<file path="config.mk">
export PLATFORM = sky130hd
export DESIGN_NAME = audio_tone_gen_flat
export DESIGN_NICKNAME = d
export VERILOG_FILES = /design/src/rtl/audio_tone_gen_pkg.sv /design/src/rtl/audio_tone_gen_if.sv /design/src/rtl/audio_tone_gen_tone_rom.sv /design/src/rtl/audio_tone_gen.sv /design/src/flat_wrapper.sv
export SDC_FILE = /design/constraint.sdc
export NUM_CORES = 1
export LEC_CHECK = 0
export ABC_AREA = 1
export BUFFER_PORTS_ARGS = -buffer_cell sky130_fd_sc_hd__buf_2
export CELL_PAD_IN_SITES_DETAIL_PLACEMENT = 0
export CELL_PAD_IN_SITES_GLOBAL_PLACEMENT = 1
export CORE_MARGIN = 2
export CORE_UTILIZATION = 35
export CTS_BUF_LIST = sky130_fd_sc_hd__clkbuf_4
export DETAILED_ROUTE_END_ITERATION = 8
export PLACE_DENSITY = 0.72
export SETUP_SLACK_MARGIN = 0.02
export SLEW_MARGIN = 20
export SYNTH_ARGS = -nofsm -noshare
export SYNTH_HDL_FRONTEND = slang
export SYNTH_SLANG_ARGS = --single-unit
export TNS_END_PERCENT = 10
</file>
<file path="constraint.sdc">
create_clock -name clk -period 3.4 [get_ports clk]
set_clock_uncertainty 0.15 [all_clocks]
set_input_delay 0.34 -clock clk [delete_from_list [all_inputs] [get_ports clk]]
set_output_delay 0.34 -clock clk [all_outputs]
set_load 0.03 [all_outputs]
</file>
<file path="src/rtl/audio_tone_gen_pkg.sv">
// Shared types and constants for the audio tone generator: FSM states,
// counter widths and the half-period table for a 50 MHz clock.
package audio_tone_gen_pkg;

  localparam int PWM_BITS = 5;
  localparam int SEL_BITS = 4;
  localparam int HP_BITS  = 17;

  typedef enum logic [1:0] {
    IDLE = 2'd0,
    LOAD = 2'd1,
    PLAY = 2'd2
  } toneState_e;

  // Half-period in clocks = 25e6 / f; index 1 is C5, each step one semitone up
  localparam logic [HP_BITS-1:0] TONE_HALF_PERIOD [0:15] = '{
    17'd0,     17'd47778, 17'd45097, 17'd42566,
    17'd40177, 17'd37922, 17'd35793, 17'd33784,
    17'd31888, 17'd30098, 17'd28409, 17'd26815,
    17'd25310, 17'd23889, 17'd22548, 17'd21283
  };

endpackage

</file>
<file path="src/rtl/audio_tone_gen_if.sv">
// Command and audio output bundle between the decode stage and the tone generator.
interface audio_tone_gen_if;
  import audio_tone_gen_pkg::*;

  logic                audio_en;
  logic [SEL_BITS-1:0] audio_sel;
  logic [PWM_BITS-1:0] audio_vol;
  logic                audio_pwm;
  logic                tone_sq;
  logic                playing;

  modport master (
    output audio_en, audio_sel, audio_vol,
    input  audio_pwm, tone_sq, playing
  );

  modport slave (
    input  audio_en, audio_sel, audio_vol,
    output audio_pwm, tone_sq, playing
  );

endinterface

</file>
<file path="src/rtl/audio_tone_gen_tone_rom.sv">
// Combinational lookup from tone select to square-wave half-period in clocks.
module tone_rom
  import audio_tone_gen_pkg::*;
(
  input  logic [SEL_BITS-1:0] i_sel,
  output logic [HP_BITS-1:0]  o_halfPeriod
);

  assign o_halfPeriod = TONE_HALF_PERIOD[i_sel];

endmodule

</file>
<file path="src/rtl/audio_tone_gen.sv">
// Square-wave tone generator: a command strobe loads tone/volume, the note
// plays as a PWM-gated square wave until replaced, timed out or reset.
module audio_tone_gen
  import audio_tone_gen_pkg::*;
#(
  parameter int unsigned DUR_CYCLES = 0
)
(
  input logic             clk,
  input logic             reset,
  audio_tone_gen_if.slave bus
);

  localparam logic [31:0] DUR_LAST = (DUR_CYCLES == 0) ? 32'd0 : 32'(DUR_CYCLES - 1);

  toneState_e          r_state;
  toneState_e          w_nextState;
  logic [SEL_BITS-1:0] r_curSel;
  logic [PWM_BITS-1:0] r_curVol;
  logic [HP_BITS-1:0]  r_hpCnt;
  logic [31:0]         r_durCnt;
  logic [PWM_BITS-1:0] r_pwmCnt;
  logic                r_toneSq;
  logic                r_audioPwm;
  logic                r_playing;
  logic [HP_BITS-1:0]  w_halfPeriod;
  logic                w_durDone;
  logic                w_hpWrap;

  tone_rom u_toneRom (
    .i_sel        (r_curSel),
    .o_halfPeriod (w_halfPeriod)
  );

  assign w_durDone = (DUR_CYCLES != 0) && (r_durCnt == DUR_LAST);
  assign w_hpWrap  = (r_hpCnt == w_halfPeriod - 17'd1);

  // A strobe arriving while in LOAD is deliberately not looked at
  always_comb begin
    w_nextState = r_state;
    unique case (r_state)
      IDLE: if (bus.audio_en) w_nextState = LOAD;
      LOAD: begin
        if ((bus.audio_sel == '0) || (bus.audio_vol == '0)) w_nextState = IDLE;
        else                                                w_nextState = PLAY;
      end
      PLAY: begin
        if (bus.audio_en)   w_nextState = LOAD;
        else if (w_durDone) w_nextState = IDLE;
      end
      default: w_nextState = IDLE;
    endcase
  end

  always_ff @(posedge clk or posedge reset) begin
    if (reset) begin
      r_state   <= IDLE;
      r_playing <= 1'b0;
    end else begin
      r_state   <= w_nextState;
      r_playing <= (w_nextState == PLAY);
    end
  end

  always_ff @(posedge clk or posedge reset) begin
    if (reset) begin
      r_curSel <= '0;
      r_curVol <= '0;
    end else if (r_state == LOAD) begin
      r_curSel <= bus.audio_sel;
      r_curVol <= bus.audio_vol;
    end
  end

  // Same-tone reloads keep the running phase so a volume change cannot glitch
  always_ff @(posedge clk or posedge reset) begin
    if (reset) begin
      r_hpCnt  <= '0;
      r_toneSq <= 1'b0;
    end else begin
      unique case (r_state)
        PLAY: begin
          if (w_nextState == IDLE) begin
            r_hpCnt  <= '0;
            r_toneSq <= 1'b0;
          end else if (w_hpWrap) begin
            r_hpCnt  <= '0;
            r_toneSq <= ~r_toneSq;
          end else begin
            r_hpCnt  <= r_hpCnt + 17'd1;
          end
        end
        LOAD: begin
          if ((w_nextState == IDLE) || (bus.audio_sel != r_curSel)) begin
            r_hpCnt  <= '0;
            r_toneSq <= 1'b0;
          end
        end
        default: begin
          r_hpCnt  <= '0;
          r_toneSq <= 1'b0;
        end
      endcase
    end
  end

  always_ff @(posedge clk or posedge reset) begin
    if (reset) begin
      r_durCnt <= '0;
    end else if (r_state == PLAY) begin
      r_durCnt <= r_durCnt + 32'd1;
    end else begin
      r_durCnt <= '0;
    end
  end

  always_ff @(posedge clk or posedge reset) begin
    if (reset) begin
      r_pwmCnt   <= '0;
      r_audioPwm <= 1'b0;
    end else begin
      r_pwmCnt   <= r_pwmCnt + 5'd1;
      r_audioPwm <= (r_state == PLAY) && r_toneSq && (r_pwmCnt < r_curVol);
    end
  end

  assign bus.audio_pwm = r_audioPwm;
  assign bus.tone_sq   = r_toneSq;
  assign bus.playing   = r_playing;

endmodule

</file>
<file path="src/flat_wrapper.sv">
// flat-port wrapper written by rule: the top's interface ports become plain ports
module audio_tone_gen_flat import audio_tone_gen_pkg::*;
#(
  parameter int unsigned DUR_CYCLES = 0
)
  (clk, reset, bus_audio_en, bus_audio_sel, bus_audio_vol, bus_audio_pwm, bus_tone_sq, bus_playing);
  audio_tone_gen_if bus_i ();
  input logic clk;
  input logic reset;
  input wire logic [$bits(bus_i.audio_en)-1:0] bus_audio_en;
  input wire logic [$bits(bus_i.audio_sel)-1:0] bus_audio_sel;
  input wire logic [$bits(bus_i.audio_vol)-1:0] bus_audio_vol;
  output wire logic [$bits(bus_i.audio_pwm)-1:0] bus_audio_pwm;
  output wire logic [$bits(bus_i.tone_sq)-1:0] bus_tone_sq;
  output wire logic [$bits(bus_i.playing)-1:0] bus_playing;
  assign bus_i.audio_en = bus_audio_en;
  assign bus_i.audio_sel = bus_audio_sel;
  assign bus_i.audio_vol = bus_audio_vol;
  assign bus_audio_pwm = bus_i.audio_pwm;
  assign bus_tone_sq = bus_i.tone_sq;
  assign bus_playing = bus_i.playing;
  audio_tone_gen #(.DUR_CYCLES(DUR_CYCLES)) u_core (.clk(clk), .reset(reset), .bus(bus_i));
endmodule
</file>
# Word-level counts from Yosys, hierarchy flattened
# Memories as Yosys holds them, arrays and structs flattened.
# Cells that the tools add are included.
# W data, S select, Z words.
[word_totals] ram_bits=0 input_bits=12 n_memories=1 out_inout_bits=3 ff_bits=36 latch_bits=0 word_cells=46 romBits=272
[mem_list] memory="(no name shown)" depth=16 word_bits=17 read_ports=1 rd_ports_with_merged_regs=0 wr=0 line="audio_tone_gen_tone_rom.sv:9" source="assign o_halfPeriod = TONE_HALF_PERIOD[i_sel];"
[op_classes] order_cmp=2 bitwise_logic=2 mul=0 n_eq_ne=7 shifts=0 add_sub_neg=3 reduce_logical=10 muxes=13 n_div=0
[op_table] op="$mux W17" count=5
[op_table] op="$pmux W17 S2" count=1
[op_table] op="$add A17 B1 Y17 const B" count=1
[op_table] op="$eq A17 B17 Y1" count=1
[op_table] op="$sub A17 B1 Y17 const B" count=1
[op_table] op="$add A5 B1 Y5 const B" count=1
[op_table] op="$ge A5 B5 Y1 const B" count=1
[op_table] op="$logic_not A5 Y1" count=1
[op_table] op="$lt A5 B5 Y1" count=1
[op_table] op="$not A4 Y5" count=1
[op_table] op="$eq A2 B2 Y1 const B" count=2
[op_table] op="$logic_not A2 Y1" count=2
[op_table] op="$logic_not A4 Y1" count=1
[op_table] op="$mux W2" count=2
[op_table] op="$ne A4 B4 Y1" count=1
[op_table] op="$pmux W2 S2" count=1
[op_table] op="$mux W1" count=3
[op_table] op="$ne A3 B1 Y1 const B" count=1
[op_table] op="$eq A2 B1 Y1 const B" count=1
[op_table] op="$logic_and A1 B1 Y1" count=2
[op_table] op="$logic_or A1 B1 Y1" count=2
[op_table] op="$ne A2 B2 Y1 const B" count=1
[op_table] op="$pmux W1 S2" count=1
[op_table] op="$reduce_and A2 Y1" count=1
[op_table] op="other kinds (2)" count=2

# Logic depth before layout (Yosys ltp)
# Gate-level depths: netlist (run 1).
[depth] word_depth=9 ltp_mapped=24 ltp_nobuf=24

# Cells and area by module
# A second synthesis (run 1) with hierarchy kept.
[hier_totals] hier_cells=473 hier_area_um2=3130.5
[by_module_without_submodules] mod="audio_tone_gen" cells_each=382 instances=1 area_per_inst_um2=2680.1 seq_area_each_um2=900.9
[by_module_without_submodules] mod="tone_rom" cells_each=91 instances=1 area_per_inst_um2=450.4 seq_area_each_um2=0.0

# Worst setup path before layout (run 1)
# Ideal clock, no wire load.
[synth_path] path_kind="reg-to-reg" from="reg u_core.r_curSel[0]" to="reg u_core.r_hpCnt[8]" slack_ns=0.496 synth_period_minus_slack_ns=2.904 arrival_ns=2.625 setup_ns=0.129 required_time_ns=3.121 path_stages_with_launch=23 n_path_buf=1 cell_sequence="dfrtp_1 -> inv_2 -> ha_1 -> nand2_4 -> nand2_1 -> nand2_1 -> nand2_1 -> inv_1 -> ha_1 -> nand3_2 -> inv_1 -> nand3_2 -> nor2_2 -> nand3_1 -> nand2_1 -> nor2_1 -> nor2_1 -> nand2_1 -> nor2_2 -> nand3_2 -> nand2_4 -> buf_12 -> o22ai_2"
[synth_via] elab_chain_cells=9 elab_cells_between_ends=12 classes_between="1 x add/sub; 3 x eq/ne; 5 x mux; 1 x bitwise; 1 x reduce/logical; 1 x memory"
[synth_lines] element="from (decl)" line="audio_tone_gen.sv:18" source="logic [SEL_BITS-1:0] r_curSel;"
[synth_lines] element="from (signal assigned)" line="audio_tone_gen.sv:70" source="r_curSel <= bus.audio_sel;"
[synth_lines] element="$not A4 Y5 (implied by the code)" line="audio_tone_gen_tone_rom.sv:9"
[synth_lines] element="$mem_v2 Z16 W17"
[synth_lines] element="$mux W17 (implied by the code) (2 in a row)" line="audio_tone_gen_tone_rom.sv:9"
[synth_lines] element="$sub A17 B1 Y17" line="audio_tone_gen.sv:36" source="assign w_hpWrap = (r_hpCnt == w_halfPeriod - 17'd1);"
[synth_lines] element="$eq A17 B17 Y1" line="audio_tone_gen.sv:36"
[synth_lines] element="$mux W17" line="audio_tone_gen.sv:86" source="end else if (w_hpWrap) begin"
[synth_lines] element="$mux W17" line="audio_tone_gen.sv:83" source="if (w_nextState == IDLE) begin"
[synth_lines] element="$pmux W17 S2" line="audio_tone_gen.sv:81" source="unique case (r_state)"
[synth_lines] element="to (signal assigned)" line="audio_tone_gen.sv:90" source="r_hpCnt <= r_hpCnt + 17'd1;"
[synth_lines] element="to (decl)" line="audio_tone_gen.sv:20" source="logic [HP_BITS-1:0] r_hpCnt;"
# Several ways; a longest one is shown, not always the timed one. The select of a mux whose other input is x is not followed.
# A chain may end at the register's enable or synchronous reset.

# Worst setup path in the final report (run 1)
[layout_path] from="reg u_core.r_curSel[0]" to="reg u_core.r_hpCnt[13]"
# The elaborated chain is that of the path after synthesis.

==> results of run 1 <==
==> metrics by stage <==
| stage | hold slack, ns | cell area (um2) | std cells |
|---|---|---|---|
| after floorplan | 0.285 | 3130 | 421 |
| after global placement | 0.311 | 3310 | 544 |
| after detailed placement | 0.320 | 3310 | 544 |
| after CTS | 0.0442 | 3380 | 553 |
| after global routing | 0.0445 | 3430 | 556 |
| final | 0.0702 | 3430 | 556 |
==> how the worst min path moves through the flow <==
stage / startpoint / end / cells past startpoint
after CTS: bus_audio_en / u_core.bus.playing / 2
after global routing: bus_audio_en / u_core.bus.playing / 2
after detailed placement: u_core.r_state[0] / u_core.r_state[0] / 1
after global placement: u_core.r_pwmCnt[0] / u_core.r_pwmCnt[0] / 1
final: bus_audio_en / u_core.bus.playing / 2
after floorplan: u_core.r_state[0] / u_core.r_state[0] / 1
==> Yosys cell counts, types with 2 or more instances <==
| master | n | area [um2] |
|---|---|---|
| xnor2_1 | 3 | 26.3 |
| nand2_1 | 114 | 428 |
| nor3_1 | 2 | 10.0 |
| nor2_1 | 20 | 75.1 |
| o21ai_0 | 17 | 85.1 |
| nand2_4 | 4 | 45.0 |
| dfrtp_1 | 36 | 901 |
| nand3_2 | 7 | 70.1 |
| nor2_2 | 8 | 50.1 |
| nand4_1 | 7 | 43.8 |
| nand3_1 | 35 | 175 |
| ha_1 | 15 | 188 |
| a21oi_2 | 2 | 17.5 |
| a21oi_1 | 3 | 15.0 |
| buf_12 | 2 | 40.0 |
| inv_2 | 5 | 18.8 |
| inv_1 | 55 | 206 |
| buf_6 | 4 | 45.0 |
| xor2_1 | 18 | 158 |
| o22ai_1 | 10 | 62.6 |
| nand2_2 | 22 | 138 |
| inv_6 | 2 | 17.5 |
| o22ai_2 | 10 | 125 |
| nor2_4 | 6 | 67.6 |
==> report_power, final <==
group          internal, mW  leakage [nW]  switching, mW
registers             0.459         0.473         0.0229
clock network        0.0868        0.0293          0.147
logic                 0.321          1.13          0.612
total                 0.867          1.63          0.782
==> sequential cells by signal, indices dropped and copies added, names as in the netlist <==
name	count
u_core.r_hpCnt	17
u_core.r_curSel	4
u_core.bus.playing	1
u_core.bus.audio_pwm	1
u_core.r_pwmCnt	5
u_core.bus.tone_sq	1
u_core.r_curVol	5
u_core.r_state	2
==> layout make-up <==
class,instances,share of cell area
Sequential cell,36,0.262
Inverter,62,0.0707
Multi-Input combinational cell,315,0.554
Timing Repair Buffer,27,0.0568
Clock inverter,2,0.00328
Clock buffer,6,0.0131
Tap cell,108,0.0393
==> repair_timing <==
| item | 4_1_cts | 5_1_grt |
|---|---|---|
| setup endpoints to repair | 0 | 2 |
| setup buffers | 0 | 3 |
| resized for setup | 0 | 1 |
| endpoints found under the hold margin | 36 | 0 |
| hold buffers | 1 | 0 |
==> kinds of logic after synthesis <==
group	Yosys count
flops	36
buf+inv	70
fa+ha+maj	15
simple gates	232
xor+xnor	21
compound gates	47
==> per-layer routing <==
| metal | wire length (um) | global-route usage | up-vias |
|---|---|---|---|
| li1 | - | - | 1397 |
| met1 | 3560 | 0.208 | 1264 |
| met2 | 3380 | 0.262 | 22 |
| met3 | 104 | 0.0177 | 4 |
| met4 | 60 | 0.0443 | 0 |
| met5 | 0 | 0 | - |
==> cell usage in the layout (no fill, tap or decap), types with 14 or more instances in the layout <==
cell type and n:
buf_2 14, dfrtp_1 36, ha_1 15, inv_1 55, nand2_1 114, nand2_2 22, nand3_1 35, nor2_1 20
o21ai_0 17, xor2_1 18
==> out/results.ini, run 1 <==
[run_status]
status = finished, final reports clean

[timing]
rsz0062_at_grt = false
fmax_mhz = 323
setup_ws_ns = 0.309
final_hold_viol_count = 0
post-route-min-period_ns = 3.09
drv_slew = 0
tns_ns = 0
finalSetupViolations = 0
fin_crit_sh = 0.909
tightest_slew_ns = 0.525
slew_headroom = 0.641

[logic_synthesis]
netlist_area_um2 = 3130
yosysWarnings = 0
synth_cells = 421
synthArstFlopShare = 1.00
synth_edf_count = 0
synth-simple-area-share = 0.372
syn_avg_cell_area_um2 = 7.43
synth-seq-cells = 36
synth-compound-area-share = 0.114
synth_adder_area_share = 0.0600
synth_top_family_by_area = simple AND/OR/NAND/NOR gates
synth_fp_nets = 448
synthXorXnorAreaFrac = 0.0588
muxShareOfSynthArea = 0
ys_types = 38
synthFlopType = dfrtp_1
yosysSeqAreaShare = 0.288

[drt]
drt_iter0_drc = 101
dr_total_vias = 2687
drt-wirelength-per-cell_um = 12.8
post-route-drc-count = 0
first_pass_iters = 4
wl_um = 7110
drt-vias-per-instance = 4.83
ant_nets = 0

[clock_network]
clock-sinks = 36
clock_latency_ns = 0.34
clockRootBuffer = clkbuf_4
cts_tree = done
cts_buffers = 5
htree_levels = 2
clk_path_buf_depth = 2
cts.reportedPaths.clkPinSlew_ns = 0.11

[cells_and_area]
final_nets = 474
syn_to_final_growth_pct = 9.84
drive_gt1_frac = 0.232
final_util = 0.396
multi_input_area_um2 = 1900
antennaDiodeCount = 0
fillCellCount = 960
seq_area_um2 = 901

[setup_path]
critPathMaxStageDelay_ns = 0.41
arrival_ns = 3.16
crit_path_frequent_cell = nand2_1
crit_start = u_core.r_curSel[0]
worst_setup_path_end_kind = flop
r2r_setup_slack_ns = 0.31
critical_path_class = reg -> reg
worstPathBufferInverterCount = 4
r2r-start = u_core.r_curSel[0]
cpMaxStageDelayCell = dfrtp_1
reg2reg_to = u_core.r_hpCnt[13]
start_kind = flop
critPathTopFamily = simple AND/OR/NAND/NOR gates
endpoint = u_core.r_hpCnt[13]
cp.required_ns = 3.47
rr_worst_depth = 22
crit_path_max_fanout = 11
worstSetupPathDepth = 22
crit_path_cell_trace = buf_4 -> ha_1 -> inv_1 -> nand2_1 -> nand2_2 -> nand2_1 -> nand2_1 -> ha_1 -> nand3_2 -> inv_1 -> nand3_2 -> nor2_2 -> nand3_1 -> nand2_1 -> nor2_1 -> nor2_1 -> nand2_1 -> nor2_2 -> nand3_2 -> nand2_8 -> buf_12 -> o22ai_2

[placement]
hpwl_um = 5630
preCtsSetupSlack_ns = 0.270
place_congestion = 0.882
io_buffers = 14

[power_and_ir_drop]
power_mw = 1.65
max-vdd-ir-drop_uv = 186
power_density_nw_per_um2 = 480
p_leak_nw = 1.63

[global_routing]
grt_pass1_wl_um = 12200
grt_usage = 0.154
overflow = 0
antenna_found_initial = 0
grt_max_degree = 37
grt_pass1_vias = 2583

[floorplanning]
die_y_um = 98.5
die_w_um = 98.5
core_area_um2 = 8680
start_util = 0.360
dieArea_um2 = 9710
rows = 34
io_pins = 15

[job]
drv_cap = 0

[hold_path]
hold_class = in -> reg

Note: power is estimated with default switching activity, not from simulation.
==> run 2, diff against run 1 <==
CORE_UTILIZATION = 47   (was 35)
PLACE_DENSITY = 0.9   (was 0.72)
==> run 2 against run 1 <==
Against the previous run: maximum frequency shrank 1.1%; cell count shrank 6.3%; flip-flop and latch count unchanged; critical endpoint is now u_core.bus.tone_sq.
==> out/results.ini, run 2 (same netlist as run 1, synthesis figures left out) <==
[cells_and_area]
final_cell_mix = nand2_1 (114), inv_1 (55), dfrtp_1 (36), nand3_1 (35), nand2_2 (22)
top_register = u_core.r_hpCnt
largest_reg_flops = 17
drive_gt1_frac = 0.227
final_common_cell = nand2_1
final_nets = 470
stdcell_area_um2 = 3380
final_cells = 521
syn_to_final_growth_pct = 7.96
fillCellCount = 641
antennaDiodeCount = 0
final_util = 0.529
reg_top3 = u_core.r_hpCnt (17), u_core.r_curVol (5), u_core.r_pwmCnt (5)

[setup_path]
cp.required_ns = 3.50
start_kind = flop
critical_path_class = reg -> reg
critPathMaxStageDelay_ns = 0.40
worst_setup_path_end_kind = flop
crit_path_frequent_cell = nand2_1
r2r-start = u_core.r_curSel[1]
worstPathBufferInverterCount = 3
crit_path_max_fanout = 9
cpMaxStageDelayCell = dfrtp_1
crit_start = u_core.r_curSel[1]
critPathTopFamily = simple AND/OR/NAND/NOR gates
crit_path_cell_trace = buf_4 -> ha_1 -> nand2_4 -> nand2_1 -> nand2_1 -> nand2_1 -> inv_1 -> ha_1 -> nand3_2 -> inv_1 -> nand3_2 -> nor2_2 -> nand3_1 -> nand2_1 -> nor2_1 -> nor2_1 -> nand2_1 -> nor2_2 -> nand3_4 -> nand2_8 -> nand2_1 -> nand2_1 -> nand2_1
arrival_ns = 3.22

[clock_network]
clk_path_buf_depth = 2
cts_buffers = 5
clock_latency_ns = 0.34
cts_tree = done
clockRootBuffer = clkbuf_4
cts.reportedPaths.clkPinSlew_ns = 0.12
htree_levels = 2
clock-sinks = 36

[placement]
place_area_um2 = 3260
place_congestion = 0.868
place_inst = 511
preCtsSetupSlack_ns = 0.235
hpwl_um = 5310
io_buffers = 14

[power_and_ir_drop]
power_mw = 1.69
power_density_nw_per_um2 = 502
max-vdd-ir-drop_uv = 265
p_leak_nw = 1.61

[global_routing]
antenna_found_initial = 0
grt_pass1_vias = 2587
grt_max_degree = 37
overflow = 0
grt_pass1_wl_um = 12000
grt_usage = 0.202

[floorplanning]
start_util = 0.490
dieArea_um2 = 7320
rows = 29
io_pins = 15
die_w_um = 85.6
core_area_um2 = 6390
die_y_um = 85.6

[drt]
ant_nets = 0
dr_total_vias = 2684
first_pass_iters = 5
post-route-drc-count = 0
drt_iter0_drc = 86
drt-wirelength-per-cell_um = 13.2
wl_um = 6890
drt-vias-per-instance = 5.15

[timing]
fmax_mhz = 320
drv_slew = 0
fin_crit_sh = 0.919
slew_headroom = 0.506
setup_ws_ns = 0.275
tns_ns = 0
hold_ws_ns = 0.0530
final_hold_viol_count = 0
post-route-min-period_ns = 3.12
finalSetupViolations = 0
rsz0062_at_grt = false
tightest_slew_ns = 0.738

[hold_path]
hold_class = in -> reg
hold_path_startpoint = bus_audio_en

[job]
drv_cap = 0

[run_status]
status = finished, final reports clean

-- run 2: worst paths after layout --
check | to | slack [ns] | cells after the start
hold reg to reg | u_core.r_pwmCnt[4] | 0.34 | 1
max in group asynchronous | u_core.r_hpCnt[12] | 2.29 | 4
setup / recovery | u_core.bus.tone_sq | 0.28 | 23
setup reg to reg | u_core.bus.tone_sq | 0.28 | 23
min in group asynchronous | u_core.r_hpCnt[9] | 0.47 | 4
hold / removal | u_core.bus.playing | 0.05 | 2
-- run 2: repair_timing --
item,in CTS,in global routing
hold endpoints to repair,36,0
buffers inserted,0,0
hold buffers,1,0
gates resized for setup,0,2
setup endpoints to repair,0,1
-- run 2: worst register-to-register path, stage by stage (launching register included) --
cell and delay, ns:
dfrtp_1 0.40, buf_4 0.17, ha_1 0.21, nand2_4 0.10
nand2_1 0.06, nand2_1 0.07, nand2_1 0.12, inv_1 0.08
ha_1 0.19, nand3_2 0.12, inv_1 0.08, nand3_2 0.07
nor2_2 0.18, nand3_1 0.11, nand2_1 0.11, nor2_1 0.05
nor2_1 0.10, nand2_1 0.09, nor2_2 0.14, nand3_4 0.15
nand2_8 0.13, nand2_1 0.06, nand2_1 0.06, nand2_1 0.05
-- run 2: layout make-up --
class                           instances  area, um2  share of cell area
Multi-Input combinational cell        316       1920               0.570
Sequential cell                        36        901               0.267
Inverter                               62        243              0.0719
Timing Repair Buffer                   22        133              0.0393
Tap cell                               77       96.3              0.0285
Clock inverter                          3       42.5              0.0126
Clock buffer                            5       37.5              0.0111
-- run 2: report_power, final --
part / switching [mW] / internal [mW] / total [mW]
Sequential: 0.0215 / 0.459 / 0.481
Combinational: 0.609 / 0.302 / 0.911
Clock: 0.149 / 0.153 / 0.303
-- run 2: per-layer routing --
| layer | GRT usage | routed length (um) |
|---|---|---|
| met1 | 0.272 | 3210 |
| met2 | 0.339 | 3320 |
| met3 | 0.0279 | 268 |
| met4 | 0.0563 | 89 |
| met5 | 0 | 0 |
==> run 3, diff against run 2 <==
CAP_MARGIN = 10   (was unset)
CORE_UTILIZATION = 46   (was 47)
PLACE_DENSITY = 0.91   (was 0.9)
SYNTH_HIERARCHICAL = 1   (was unset)
==> run 3 against run 2 <==
Against the previous run: clock power about the same; worst hold slack worse by 0.012 ns; critical path depth fell by 2; via count grew 6.4%.
==> out/results.ini, run 3 <==
[cells_and_area]
largest_reg_flops = 17
reg_top3 = u_core/r_hpCnt (17), u_core/r_curVol (5), u_core/r_pwmCnt (5)
fillCellCount = 687
final_common_cell = nand2_1
top_register = u_core/r_hpCnt
drive_gt1_frac = 0.130
antennaDiodeCount = 0
stdcell_area_um2 = 3370
final_cell_mix = nand2_1 (171), inv_1 (66), dfrtp_1 (36), nor2_1 (34), nand3_1 (30)
final_nets = 519
syn_to_final_growth_pct = 7.67

[clock_network]
postCtsHoldBufs = 1
htree_levels = 2
cts_resized = 0
clock_latency_ns = 0.34
clk_path_buf_depth = 2
postCtsSetupBuffers = 0
clockRootBuffer = clkbuf_4
cts.reportedPaths.clkPinSlew_ns = 0.12
clock-sinks = 36
cts_buffers = 5
cts_tree = done

[logic_synthesis]
synth-seq-cells = 36
yosysSeqAreaShare = 0.288
netlist_area_um2 = 3130
yosysWarnings = 6
synth_top_area_frac = 0.288
yosysTopAreaCell = dfrtp_1
synth_edf_count = 0
synth.cells.most_frequent = nand2_1 (171), inv_1 (66), dfrtp_1 (36)
syn_avg_cell_area_um2 = 6.62
ys_types = 33
synth_area_leaders = dfrtp_1 (29%), nand2_1 (21%), inv_1 (7.9%)
synth_cells = 473
synthFlopType = dfrtp_1
synth_most_common_cell = nand2_1
synth_fp_nets = 500
synthArstFlopShare = 1.00

[hold_path]
holdPathStages = 3
hold_path_startpoint = bus_audio_vol[0]
min_to = u_core/r_curVol[0]
hold_class = in -> reg

[drt]
drt-wirelength-per-cell_um = 11.8
wl_um = 6750
dr_total_vias = 2856
drt-vias-per-instance = 4.98
first_pass_iters = 5
post-route-drc-count = 0
ant_nets = 0
drt_iter0_drc = 169

[setup_path]
worst_setup_path_end_kind = flop
crit_path_max_fanout = 19
r2r-start = u_core/r_curSel[1]
rr_worst_depth = 21
cp.required_ns = 3.50
r2r_setup_slack_ns = 0.39
critical_path_class = reg -> reg
arrival_ns = 3.11
start_kind = flop
reg2reg_to = u_core/bus.tone_sq

[timing]
rsz0062_at_grt = false
final_hold_viol_count = 0
hold_ws_ns = 0.0414
finalSetupViolations = 0
setup_ws_ns = 0.394
tightest_slew_ns = 0.563
tns_ns = 0
fmax_mhz = 333
drv_slew = 0
fin_crit_sh = 0.884
post-route-min-period_ns = 3.01
slew_headroom = 0.621

[placement]
io_buffers = 14
hpwl_um = 5350
place_congestion = 0.859
place_area_um2 = 3280
preCtsSetupSlack_ns = 0.400

[power_and_ir_drop]
power_mw = 1.68
power_density_nw_per_um2 = 498
p_leak_nw = 1.82
max-vdd-ir-drop_uv = 243

[global_routing]
antenna_found_initial = 0
grt_usage = 0.201
grt_pass1_vias = 2746
grt_pass1_wl_um = 12200
overflow = 0
grt_max_degree = 37

[floorplanning]
die_w_um = 86.5
start_util = 0.469
io_pins = 15
rows = 30
die_y_um = 86.5
dieArea_um2 = 7480
core_area_um2 = 6680

[job]
drv_cap = 0

[run_status]
status = finished, final reports clean

[run 3: layout make-up]
class                           instances  area (um2)  area share
Clock buffer                            5        37.5      0.0111
Sequential cell                        36         901       0.267
Inverter                               68         255      0.0757
Tap cell                               80         100      0.0297
Timing Repair Buffer                   23         140      0.0416
Clock inverter                          3        42.5      0.0126
Multi-Input combinational cell        358        1890       0.562
[run 3: cells by family (layout without fill, tap and decap cells)]
| kind of cell | count (synthesis) | after routing | synth area share |
|---|---|---|---|
| fa+ha+maj | 15 | 15 | 0.0600 |
| compound gates | 42 | 42 | 0.0859 |
| simple gates | 276 | 276 | 0.391 |
| buf+inv | 79 | 99 | 0.107 |
| flops | 36 | 36 | 0.288 |
| xor+xnor | 24 | 24 | 0.0671 |
| other cells | 1 | 1 | 0.00120 |
[run 3: worst max-delay path by stage]
stage | startpoint | endpoint | slack, ns | cells past startpoint
finish | u_core/r_curSel[1] | u_core/bus.tone_sq | 0.39 | 21
global route | u_core/r_curSel[0] | u_core/bus.tone_sq | 0.09 | 21
CTS | u_core/r_curSel[1] | u_core/bus.tone_sq | 0.38 | 21
detailed placement | u_core/r_curSel[1] | u_core/bus.tone_sq | 0.40 | 21
global placement | u_core/r_curSel[1] | u_core/bus.tone_sq | 0.45 | 21
floorplan | u_core/r_curSel[1] | u_core/r_hpCnt[1] | 0.59 | 19
[run 3: worst max-delay path, cell delays in order, from the launching register on]
cell and delay, ns:
dfrtp_1 0.39, inv_1 0.16, ha_1 0.28, inv_1 0.08, nand3_1 0.06, nand3_1 0.13, inv_1 0.07, ha_1 0.29
inv_1 0.04, nand2_1 0.04, nand2_1 0.04, nor2_1 0.10, nand2_1 0.06, nor2_1 0.09, nand2_1 0.05, nor2_1 0.14
nand3_2 0.11, o21ai_4 0.14, buf_4 0.28, nand2_1 0.08, nand2_1 0.07, nand2_1 0.04
[run 3: routing by layer]
| metal | global-route usage | wire length (um) | vias up |
|---|---|---|---|
| met3 | 0.0248 | 178 | 10 |
| met2 | 0.344 | 3290 | 50 |
| li1 | - | - | 1504 |
| met1 | 0.266 | 3170 | 1292 |
| met5 | 0 | 0 | - |
| met4 | 0.0597 | 116 | 0 |
[run 3: where the power goes]
group          total (mW)  switching, mW  internal [mW]
combinational       0.894          0.606          0.288
clock               0.302          0.149          0.153
sequential          0.482         0.0235          0.459
total                1.68          0.778          0.900
[run 3: stage by stage]
stage | util | std cells
2_1_floorplan | - | 473
3_3_place_gp | 0.491 | 564
6_report | 0.504 | 573
5_1_grt | 0.504 | 573
3_5_place_dp | 0.491 | 564
4_1_cts | 0.504 | 573
